$ cat config.mk
export PLATFORM = sky130hd
export DESIGN_NAME = rx_frame_reader
export DESIGN_NICKNAME = d
export VERILOG_FILES = /design/src/rtl/rx_frame_pkg.sv /design/src/rtl/frame_skid_buf.sv /design/src/rtl/rx_frame_reader.sv
export SDC_FILE = /design/constraint.sdc
export NUM_CORES = 1
export LEC_CHECK = 0
export BUFFER_PORTS_ARGS = -buffer_cell sky130_fd_sc_hd__buf_2
export CORE_UTILIZATION = 55
export DETAILED_ROUTE_END_ITERATION = 10
export PLACE_DENSITY = 0.79
export SYNTH_ARGS = -nofsm -noshare
export SYNTH_HDL_FRONTEND = slang
export SYNTH_SLANG_ARGS = --single-unit
$ cat constraint.sdc
create_clock -name clk -period 6.9 [get_ports clk]
set_input_delay 0.345 -clock clk [delete_from_list [all_inputs] [get_ports clk]]
set_output_delay 0.345 -clock clk [all_outputs]
set_load 0.01 [all_outputs]
$ cat src/rtl/rx_frame_pkg.sv
// Shared descriptor layout and FSM state encoding for the RX frame reader.
package rx_frame_pkg;

  localparam int DESC_W   = 20;
  localparam int LEN_LSB  = 0;
  localparam int LEN_W    = 12;
  localparam int PRIO_LSB = 16;
  localparam int PRIO_W   = 3;
  localparam int ERR_BIT  = 19;

  localparam logic [2:0] IDLE = 3'd0;
  localparam logic [2:0] PLAT = 3'd1;
  localparam logic [2:0] PASS = 3'd2;
  localparam logic [2:0] DROP = 3'd3;
  localparam logic [2:0] DONE = 3'd4;

  typedef struct packed {
    logic              err;
    logic [PRIO_W-1:0] prio;
    logic [LEN_W-1:0]  len;
  } desc_t;

  // Reserved bits [15:12] are deliberately not extracted.
  function automatic desc_t unpack_desc(input logic [DESC_W-1:0] raw);
    desc_t d;
    d.len  = raw[LEN_LSB +: LEN_W];
    d.prio = raw[PRIO_LSB +: PRIO_W];
    d.err  = raw[ERR_BIT];
    return d;
  endfunction

endpackage

$ cat src/rtl/frame_skid_buf.sv
// Two-entry ready/valid buffer for frame bytes plus sof/eof tags.
// The writer is expected to respect the occupancy output and never push
// into a full buffer.
module frame_skid_buf (
  input  logic       clk,
  input  logic       rst_sys,
  input  logic       in_valid,
  input  logic [9:0] in_data,
  output logic       out_valid,
  input  logic       out_ready,
  output logic [9:0] out_data,
  output logic [1:0] occ
);

  logic [9:0] mem0;
  logic [9:0] mem1;
  logic       wr_ptr;
  logic       rd_ptr;
  logic [1:0] count;
  logic       pop;

  assign pop       = out_valid && out_ready;
  assign out_valid = (count != 2'd0);
  assign out_data  = rd_ptr ? mem1 : mem0;
  assign occ       = count;

  // Storage, pointers and occupancy; push and pop may happen together.
  always_ff @(posedge clk) begin
    if (rst_sys) begin
      mem0   <= '0;
      mem1   <= '0;
      wr_ptr <= 1'b0;
      rd_ptr <= 1'b0;
      count  <= 2'd0;
    end else begin
      if (in_valid) begin
        if (wr_ptr) mem1 <= in_data;
        else        mem0 <= in_data;
        wr_ptr <= ~wr_ptr;
      end
      if (pop) rd_ptr <= ~rd_ptr;
      count <= count + {1'b0, in_valid} - {1'b0, pop};
    end
  end

endmodule

$ cat src/rtl/rx_frame_reader.sv
// Reads descriptors and frame bytes from one MAC port's RX FIFOs and
// presents good frames as a ready/valid byte stream; bad frames are drained.
//
// state | meaning
// IDLE  | waiting for a descriptor; pops one when available
// PLAT  | descriptor on ptr_fifo_dout; latch it, issue first byte read
// PASS  | reading bytes into the skid buffer, delivering downstream
// DROP  | reading and discarding bytes of a bad frame
// DONE  | bump pass/drop counter, then back to IDLE
module rx_frame_reader
  import rx_frame_pkg::*;
#(
  parameter int MAX_LEN = 1518,
  parameter int CNT_W   = 16
) (
  input  logic             clk,
  input  logic             rst_sys,
  output logic             ptr_fifo_rd,
  input  logic [19:0]      ptr_fifo_dout,
  input  logic             ptr_fifo_empty,
  output logic             data_fifo_rd,
  input  logic [7:0]       data_fifo_dout,
  output logic             frm_valid,
  input  logic             frm_ready,
  output logic [7:0]       frm_data,
  output logic             frm_sof,
  output logic             frm_eof,
  output logic [11:0]      frm_len,
  output logic [2:0]       frm_prio,
  output logic             busy,
  output logic [CNT_W-1:0] cnt_pass,
  output logic [CNT_W-1:0] cnt_drop
);

  localparam logic [LEN_W:0] MAX_LEN_C = (LEN_W+1)'(MAX_LEN);

  logic [2:0]       state;
  logic [2:0]       state_nxt;
  logic [LEN_W-1:0] len_r;
  logic [2:0]       prio_r;
  logic             drop_r;
  logic [LEN_W-1:0] rem;
  logic [LEN_W-1:0] push_idx;
  logic             rd_d;
  desc_t            desc_in;
  logic             desc_bad;
  logic             sk_push;
  logic [9:0]       sk_in_data;
  logic [9:0]       sk_out_data;
  logic [1:0]       sk_occ;
  logic             pop;
  logic             credit_ok;

  assign desc_in  = unpack_desc(ptr_fifo_dout);
  assign desc_bad = desc_in.err || (desc_in.len == '0) ||
                    ({1'b0, desc_in.len} > MAX_LEN_C);

  // A byte read last cycle is on data_fifo_dout now; only good frames keep it.
  assign sk_push    = rd_d && (state == PASS);
  assign sk_in_data = {(push_idx == '0), (push_idx == len_r - 12'd1), data_fifo_dout};

  frame_skid_buf u_skid (
    .clk       (clk),
    .rst_sys   (rst_sys),
    .in_valid  (sk_push),
    .in_data   (sk_in_data),
    .out_valid (frm_valid),
    .out_ready (frm_ready),
    .out_data  (sk_out_data),
    .occ       (sk_occ)
  );

  assign frm_sof  = sk_out_data[9];
  assign frm_eof  = sk_out_data[8];
  assign frm_data = sk_out_data[7:0];
  assign frm_len  = len_r;
  assign frm_prio = prio_r;
  assign busy     = (state != IDLE);
  assign pop      = frm_valid && frm_ready;

  // A byte leaving this cycle frees its slot in time for a new read, which
  // keeps one byte per clock flowing with frm_ready held high.
  assign credit_ok = ({1'b0, sk_occ} + {2'b0, rd_d}) < (3'd2 + {2'b0, pop});

  // Next-state and FIFO read strobes.
  always_comb begin
    state_nxt    = state;
    ptr_fifo_rd  = 1'b0;
    data_fifo_rd = 1'b0;
    case (state)
      IDLE: begin
        if (!ptr_fifo_empty) begin
          ptr_fifo_rd = 1'b1;
          state_nxt   = PLAT;
        end
      end
      PLAT: begin
        data_fifo_rd = (desc_in.len != '0);
        if (desc_in.len == '0) state_nxt = DONE;
        else if (desc_bad)     state_nxt = DROP;
        else                   state_nxt = PASS;
      end
      PASS: begin
        data_fifo_rd = (rem != '0) && credit_ok;
        if ((rem == '0) && pop && frm_eof) state_nxt = DONE;
      end
      DROP: begin
        data_fifo_rd = (rem != '0);
        if (rem == '0) state_nxt = DONE;
      end
      DONE:    state_nxt = IDLE;
      default: state_nxt = IDLE;
    endcase
  end

  // State, descriptor latch, byte bookkeeping and saturating statistics.
  always_ff @(posedge clk) begin
    if (rst_sys) begin
      state    <= IDLE;
      len_r    <= '0;
      prio_r   <= '0;
      drop_r   <= 1'b0;
      rem      <= '0;
      push_idx <= '0;
      rd_d     <= 1'b0;
      cnt_pass <= '0;
      cnt_drop <= '0;
    end else begin
      state <= state_nxt;
      rd_d  <= data_fifo_rd;
      if (state == PLAT) begin
        len_r    <= desc_in.len;
        prio_r   <= desc_in.prio;
        drop_r   <= desc_bad;
        rem      <= desc_in.len - {{(LEN_W-1){1'b0}}, data_fifo_rd};
        push_idx <= '0;
      end else begin
        if (data_fifo_rd) rem <= rem - 12'd1;
        if (sk_push) push_idx <= push_idx + 12'd1;
      end
      if (state == DONE) begin
        if (drop_r) begin
          if (cnt_drop != '1) cnt_drop <= cnt_drop + 1'b1;
        end else begin
          if (cnt_pass != '1) cnt_pass <= cnt_pass + 1'b1;
        end
      end
    end
  end

endmodule

==> metrics.cfg, run 1 <==
[timing]
finalCriticalPeriod_ns=3.39
fmax_mhz=295
rsz0062_at_grt=no
finalWorstSetupSlack_ns=3.51
slew_headroom=0.374
min_period_over_period=0.491
tightest_slew_ns=0.926
hold_violations=0
setup_tns_ns=0
drv_slew=0
finClkSkew_ns=0.0145
setup_violations=0

[logic_synthesis]
yosysUniqueCellTypes=57
yosysWarningCount=0
ys.flop_type=dfxtp_1
async_flop_share=0
synth_area_sq_um=5110
synth_edf_count=0
syn_area_per_cell_sq_um=8.13
synthCells=628
synth_top_cells_by_count=dfxtp_1, nand2_1, nor2_1
synth_area_leaders=dfxtp_1, nand2_1, xor2_1
synth_most_common_cell=dfxtp_1
yosysTopAreaCell=dfxtp_1
ys_seq_area_frac=0.392
syn-num-nets=673
synth_top_area_frac=0.392
ys_ff_latch=100

[route]
ant_nets=0
firstDrtPassIters=11
dr.first_iter.drc_count=231
drt-total-wl_mm=11.9
drc=2
post_drt_wl_per_cell_um=14.6
vias=4655
vias_per_cell=5.73

[critical_path]
cp_slowest_cell=or4b_2
crit_top_cell=ha_1
worstSetupStartpointType=flip-flop
path_cells=inv_1, ha_1, or4b_2, or3_1, o211a_4, a21oi_2, inv_1, ha_1, ha_1, nand2_1, nor3_1, xor2_1, a21oi_1, o32ai_1
critPathKind=flip-flop to flip-flop
critPathMaxFanout=7
crit_path_end_kind=flip-flop
critPathRequiredTime_ns=7.16
max_stage_delay_ns=0.57
critPathArrivalTime_ns=3.64

[floorplanning]
core_area_sq_um=8850
start_util=0.577
fp.dieW_um=98.4
dieArea_sq_um=9670
ios=93
die_y_um=98.4
row_count=34

[global_route]
grt_pass1_vias=4218
track_usage=0.247
grt_pass1_wl_mm=19.7
grt_max_degree=90
antenna_found_initial=0
overflow=0

[status]
status=complete, but fails checks
violations=design-rule violations

[power]
ir_drop_mv=0.143
p_sw_uw=659
power_density_nw_per_um2=296
total_power_uw=1710
seqPwrFrac=0.433
p_comb_frac=0.357
power_leakage_uw=0.00237
p_int_uw=1050
swShare=0.386
pwr-share-clk=0.210

[finish]
syn_to_final_growth_pct=13.1
diodes=0
fin_nets=744
drive_above_1_share=0.186

[clock_tree]
cts_hold_buf=0
cts_root_buffer=clkbuf_8
cts_buffers=9
ctsResizeCount=0
clk_latency_ns=0.36
cts_setup_buffers=0
cts_tree=done
h-tree-depth=3
clockBufferDepth=2
clock-sinks=100
clkTransAtPathRegs_ns=0.10

[hold_path]
hp-class=input port to flip-flop

[job]
maxCapViolations=0

[placed_design]
dp_hpwl_mm=8.53
gp_congestion=0.860
preCtsSetupSlack_ns=3.56
io_buffer_count=88

## per-stage QoR
stage,hold WS [ns],instance area [sq um],util,instances
after floorplan,0.433,5110,-,628
after global placement,0.438,5590,0.631,796
after global routing,0.200,5770,0.653,812
final,0.219,5770,0.653,812
after CTS,0.210,5770,0.653,812
after detailed placement,0.447,5590,0.631,796
## power by group through the flow
stage                     clock, uW  sequential (uW)  combinational, uW
after floorplan                   0              718                484
after global placement            0              747                579
after detailed placement          0              750                602
after CTS                       369              737                606
after global routing            395              752                674
final                           359              740                611
## cell families after synthesis
logic type,synth area share
buf+inv,0.0365
xor+xnor,0.113
compound gates,0.125
mux,0.0323
simple gates,0.269
fa+ha+maj,0.0319
flops,0.392
## layout by cell type, fill, tap and decap left out, types with 5 or more instances in the layout
cell | synthesis | routed
dfxtp_1 | 100 | 100
nand2_1 | 94 | 94
buf_2 | 2 | 88
nor2_1 | 74 | 74
a21oi_1 | 52 | 52
xor2_1 | 38 | 38
xnor2_1 | 28 | 28
nand3_1 | 20 | 20
inv_1 | 18 | 18
and3_1 | 17 | 17
nor3_1 | 15 | 14
nand4_1 | 13 | 13
ha_1 | 13 | 13
o21ai_0 | 12 | 12
mux2_2 | 12 | 12
a211oi_1 | 9 | 9
nor4_1 | 9 | 9
clkbuf_8 | 0 | 9
or3_1 | 8 | 8
o31ai_1 | 6 | 6
nand2b_1 | 6 | 6
and4_1 | 5 | 5
## layer usage
metal / track usage / vias up / share of wire
met1: 0.305 / 2199 / 0.45
met4: 0.0586 / 0 / 0.013
met5: 0 / - / 0
met3: 0.0573 / 15 / 0.042
met2: 0.437 / 118 / 0.50
li1: - / 2323 / -
## state kept, by name, indices dropped and copies added, names as in the netlist, 2 cells and up
register,flops
cnt_pass,16
u_skid.mem0,10
state,3
u_skid.mem1,10
frm_prio,3
rem,12
push_idx,12
cnt_drop,16
u_skid.occ,2
frm_len,12
## final cells by class
| type | instances | area, sq um |
|---|---|---|
| Inverter | 19 | 71.3 |
| Sequential cell | 100 | 2000 |
| Timing Repair Buffer | 90 | 455 |
| Multi-Input combinational cell | 479 | 2920 |
| Clock buffer | 9 | 124 |
| Fill cell | 776 | 3070 |
| Clock inverter | 7 | 63.8 |
| Tap cell | 108 | 135 |
## critical path: cells and delay by family (launching register included)
family                   cells  cell delay (ns)
XOR/XNOR                     1             0.16
flip-flops                   1             0.32
adder cells (fa/ha/maj)      3             0.61
AO/OA/AOI/OAI                4             0.79
buffers and inverters        2             0.20
AND/OR/NAND/NOR              4             1.21
## final timing paths
path                     startpoint           to  cells past startpoint  slack [ns]
setup / recovery             rem[0]      rem[10]                     14        3.51
hold / removal    ptr_fifo_dout[18]  frm_prio[2]                      3        0.22
setup reg to reg             rem[0]      rem[10]                     14        3.51
hold reg to reg         frm_prio[0]  frm_prio[0]                      2        0.46
No activity file was read; power rests on OpenSTA's default activity.
==> run 2: changes to the inputs <==
--- a/config.mk
+++ b/config.mk
@@ -6,9 +6,9 @@
 export NUM_CORES = 1
 export LEC_CHECK = 0
 export BUFFER_PORTS_ARGS = -buffer_cell sky130_fd_sc_hd__buf_2
-export CORE_UTILIZATION = 55
+export CORE_UTILIZATION = 51
 export DETAILED_ROUTE_END_ITERATION = 10
-export PLACE_DENSITY = 0.79
+export PLACE_DENSITY = 0.77
 export SYNTH_ARGS = -nofsm -noshare
 export SYNTH_HDL_FRONTEND = slang
 export SYNTH_SLANG_ARGS = --single-unit
==> constraint.sdc (replaced) <==
create_clock -name clk -period 3.1 [get_ports clk]
set_input_delay 0.155 -clock clk [delete_from_list [all_inputs] [get_ports clk]]
set_output_delay 0.155 -clock clk [all_outputs]
set_load 0.01 [all_outputs]
==> metrics.cfg, run 2 (synthesis results as in run 1) <==
[status]
status=completed

[global_route]
overflow=0  ; unchanged
antenna_found_initial=0  ; unchanged
track_usage=0.232  ; -0.0151
grt_pass1_wl_mm=19.5  ; -0.73%
grt_max_degree=37  ; -59%
grt_pass1_vias=4223  ; +0.12%

[critical_path]
crit_cells=13  ; -1
max_stage_delay_ns=0.57  ; about the same
critPathArrivalTime_ns=3.27  ; -0.37 ns
crit_family=simple AND/OR/NAND/NOR gates
regToRegSetupSlack_ns=0.13  ; -3.38 ns
crit_buf_inv=2  ; unchanged
critPathMaxFanout=3  ; -4
path_cells=inv_1, ha_1, or4b_2, or3_4, o211a_4, a21oi_2, inv_1, ha_2, nand2_1, nand2_1, and3_1, a2111oi_1, a31o_2
worstSetupStartpointType=flip-flop
crit_path_start=rem[1]
critPathRequiredTime_ns=3.39  ; -3.77 ns
crit_path_end=rem[3]
critPathKind=flip-flop to flip-flop
cp_slowest_cell=or4b_2
crit_path_end_kind=flip-flop
timing.rr.end=rem[3]
worstRegToRegCells=13  ; -1
timing.rr.start=rem[1]

[floorplanning]
ios=93  ; unchanged
core_area_sq_um=9730  ; +10%
start_util=0.525  ; -0.0522
fp.dieW_um=102  ; +3.8%
dieArea_sq_um=10400  ; +7.7%
die_y_um=102  ; +3.8%
row_count=36  ; +5.9%

[finish]
drive_above_1_share=0.197  ; +0.0108
syn_to_final_growth_pct=14.6
finalCoreUtilization=0.602  ; -0.0510
final_common_cell=dfxtp_1
fin_nets=751  ; +0.94%
largestRegisters=cnt_drop (16), cnt_pass (16)
diodes=0  ; unchanged
final_cell_mix=dfxtp_1, nand2_1, buf_2, nor2_1, a21oi_1

[clock_tree]
cts_tree=done
clk_latency_ns=0.35  ; about the same
cts_hold_buf=0  ; unchanged
h-tree-depth=3  ; unchanged
clock-sinks=100  ; unchanged
clockBufferDepth=2  ; unchanged
cts_buffers=9  ; unchanged
cts_root_buffer=clkbuf_8
clkTransAtPathRegs_ns=0.10  ; about the same
ctsResizeCount=0  ; unchanged
cts_setup_buffers=0  ; unchanged

[power]
p_int_uw=2390  ; +130%
power_leakage_uw=0.00239  ; +0.82%
p_sw_uw=1460  ; +120%
swShare=0.379  ; -0.00647
p_comb_frac=0.378  ; +0.021
seqPwrFrac=0.429  ; -0.004
pwr-share-clk=0.193  ; -0.017
ir_drop_mv=0.291  ; +100%
power_density_nw_per_um2=657  ; +120%

[route]
dr.first_iter.drc_count=287  ; +24%
vias_per_cell=5.65  ; -1.5%
drc=0  ; -2
firstDrtPassIters=5  ; -6
post_drt_wl_per_cell_um=14.2  ; -2.8%
vias=4766  ; +2.4%
ant_nets=0  ; unchanged
drt-total-wl_mm=12.0  ; +0.99%

[timing]
hold_violations=0  ; unchanged
setup_violations=0  ; unchanged
tightest_slew_ns=0.923  ; -0.00336 ns
finClkSkew_ns=0.0151  ; +0.000625 ns
setup_tns_ns=0  ; unchanged
min_period_over_period=0.959  ; +0.468
drv_slew=0  ; unchanged
rsz0062_at_grt=no
slew_headroom=0.376  ; +0.00227
hold_ws_ns=0.0318  ; -0.187 ns
fmax_mhz=337  ; +14%
finalCriticalPeriod_ns=2.97  ; -0.417 ns

[placed_design]
dp_hpwl_mm=8.66  ; +1.4%
io_buffer_count=88  ; unchanged
gp_congestion=0.888  ; +3.3%

[job]
maxCapViolations=0  ; unchanged

[hold_path]
hp-class=input port to flip-flop

## run 2: changes by cell type in the layout (fill, tap and decap cells not counted), sizes merged
| cell | before | now |
|---|---|---|
| buf | 90 | 97 |
| clkbuf | 9 | 11 |
| clkinv | 1 | 3 |
| inv | 23 | 19 |
## run 2: worst register-to-register path, cell delays in order, from the launching register on
cell and delay [ns]:
dfxtp_1 0.33, inv_1 0.10, ha_1 0.14, or4b_2 0.57, or3_4 0.36, o211a_4 0.15, a21oi_2 0.13, inv_1 0.08
ha_2 0.19, nand2_1 0.06, nand2_1 0.05, and3_1 0.18, a2111oi_1 0.42, a31o_2 0.16
## run 2: stage by stage
step	cells	power (uW)	worst slack (ns)	instance area, sq um
6_report	844	3840	0.129	5850
3_5_place_dp	828	3080	0.0307	5670
3_3_place_gp	828	3020	0.151	5670
5_1_grt	844	4090	0.0140	5850
2_1_floorplan	628	2670	0.0373	5110
4_1_cts	844	3820	0.00466	5840
## run 2: worst min path at each step
stage,start,to,slack [ns],cells after the start
floorplan,data_fifo_dout[0],u_skid.mem0[0],0.29,2
global placement,ptr_fifo_dout[17],frm_prio[1],0.40,3
detailed placement,ptr_fifo_dout[16],frm_prio[0],0.41,3
CTS,ptr_fifo_dout[18],frm_prio[2],0.03,3
global route,ptr_fifo_dout[18],frm_prio[2],0.02,3
finish,ptr_fifo_dout[17],frm_prio[1],0.03,3
## run 2: per-layer routing
layer	up-vias	GRT usage	routed length (um)
met5	-	0	0
met3	15	0.0383	560
met4	0	0.0747	169
li1	2338	-	-
met1	2276	0.303	5620
met2	137	0.392	5650
## run 2: layout make-up
class | count | area (sq um)
repair buffers | 97 | 508
multi-input cells | 479 | 2940
fillers | 885 | 3880
well taps | 133 | 166
clock inverters | 5 | 37.5
clock buffers | 11 | 131
flip-flops and latches | 100 | 2000
inverters | 19 | 71.3
## run 2: power by group through the flow
stage / clock network, uW / registers, uW / logic, uW
final: 742 / 1650 / 1450
after floorplan: 0 / 1600 / 1080
after global placement: 0 / 1660 / 1360
after CTS: 758 / 1640 / 1420
after detailed placement: 0 / 1670 / 1410
after global routing: 808 / 1680 / 1610
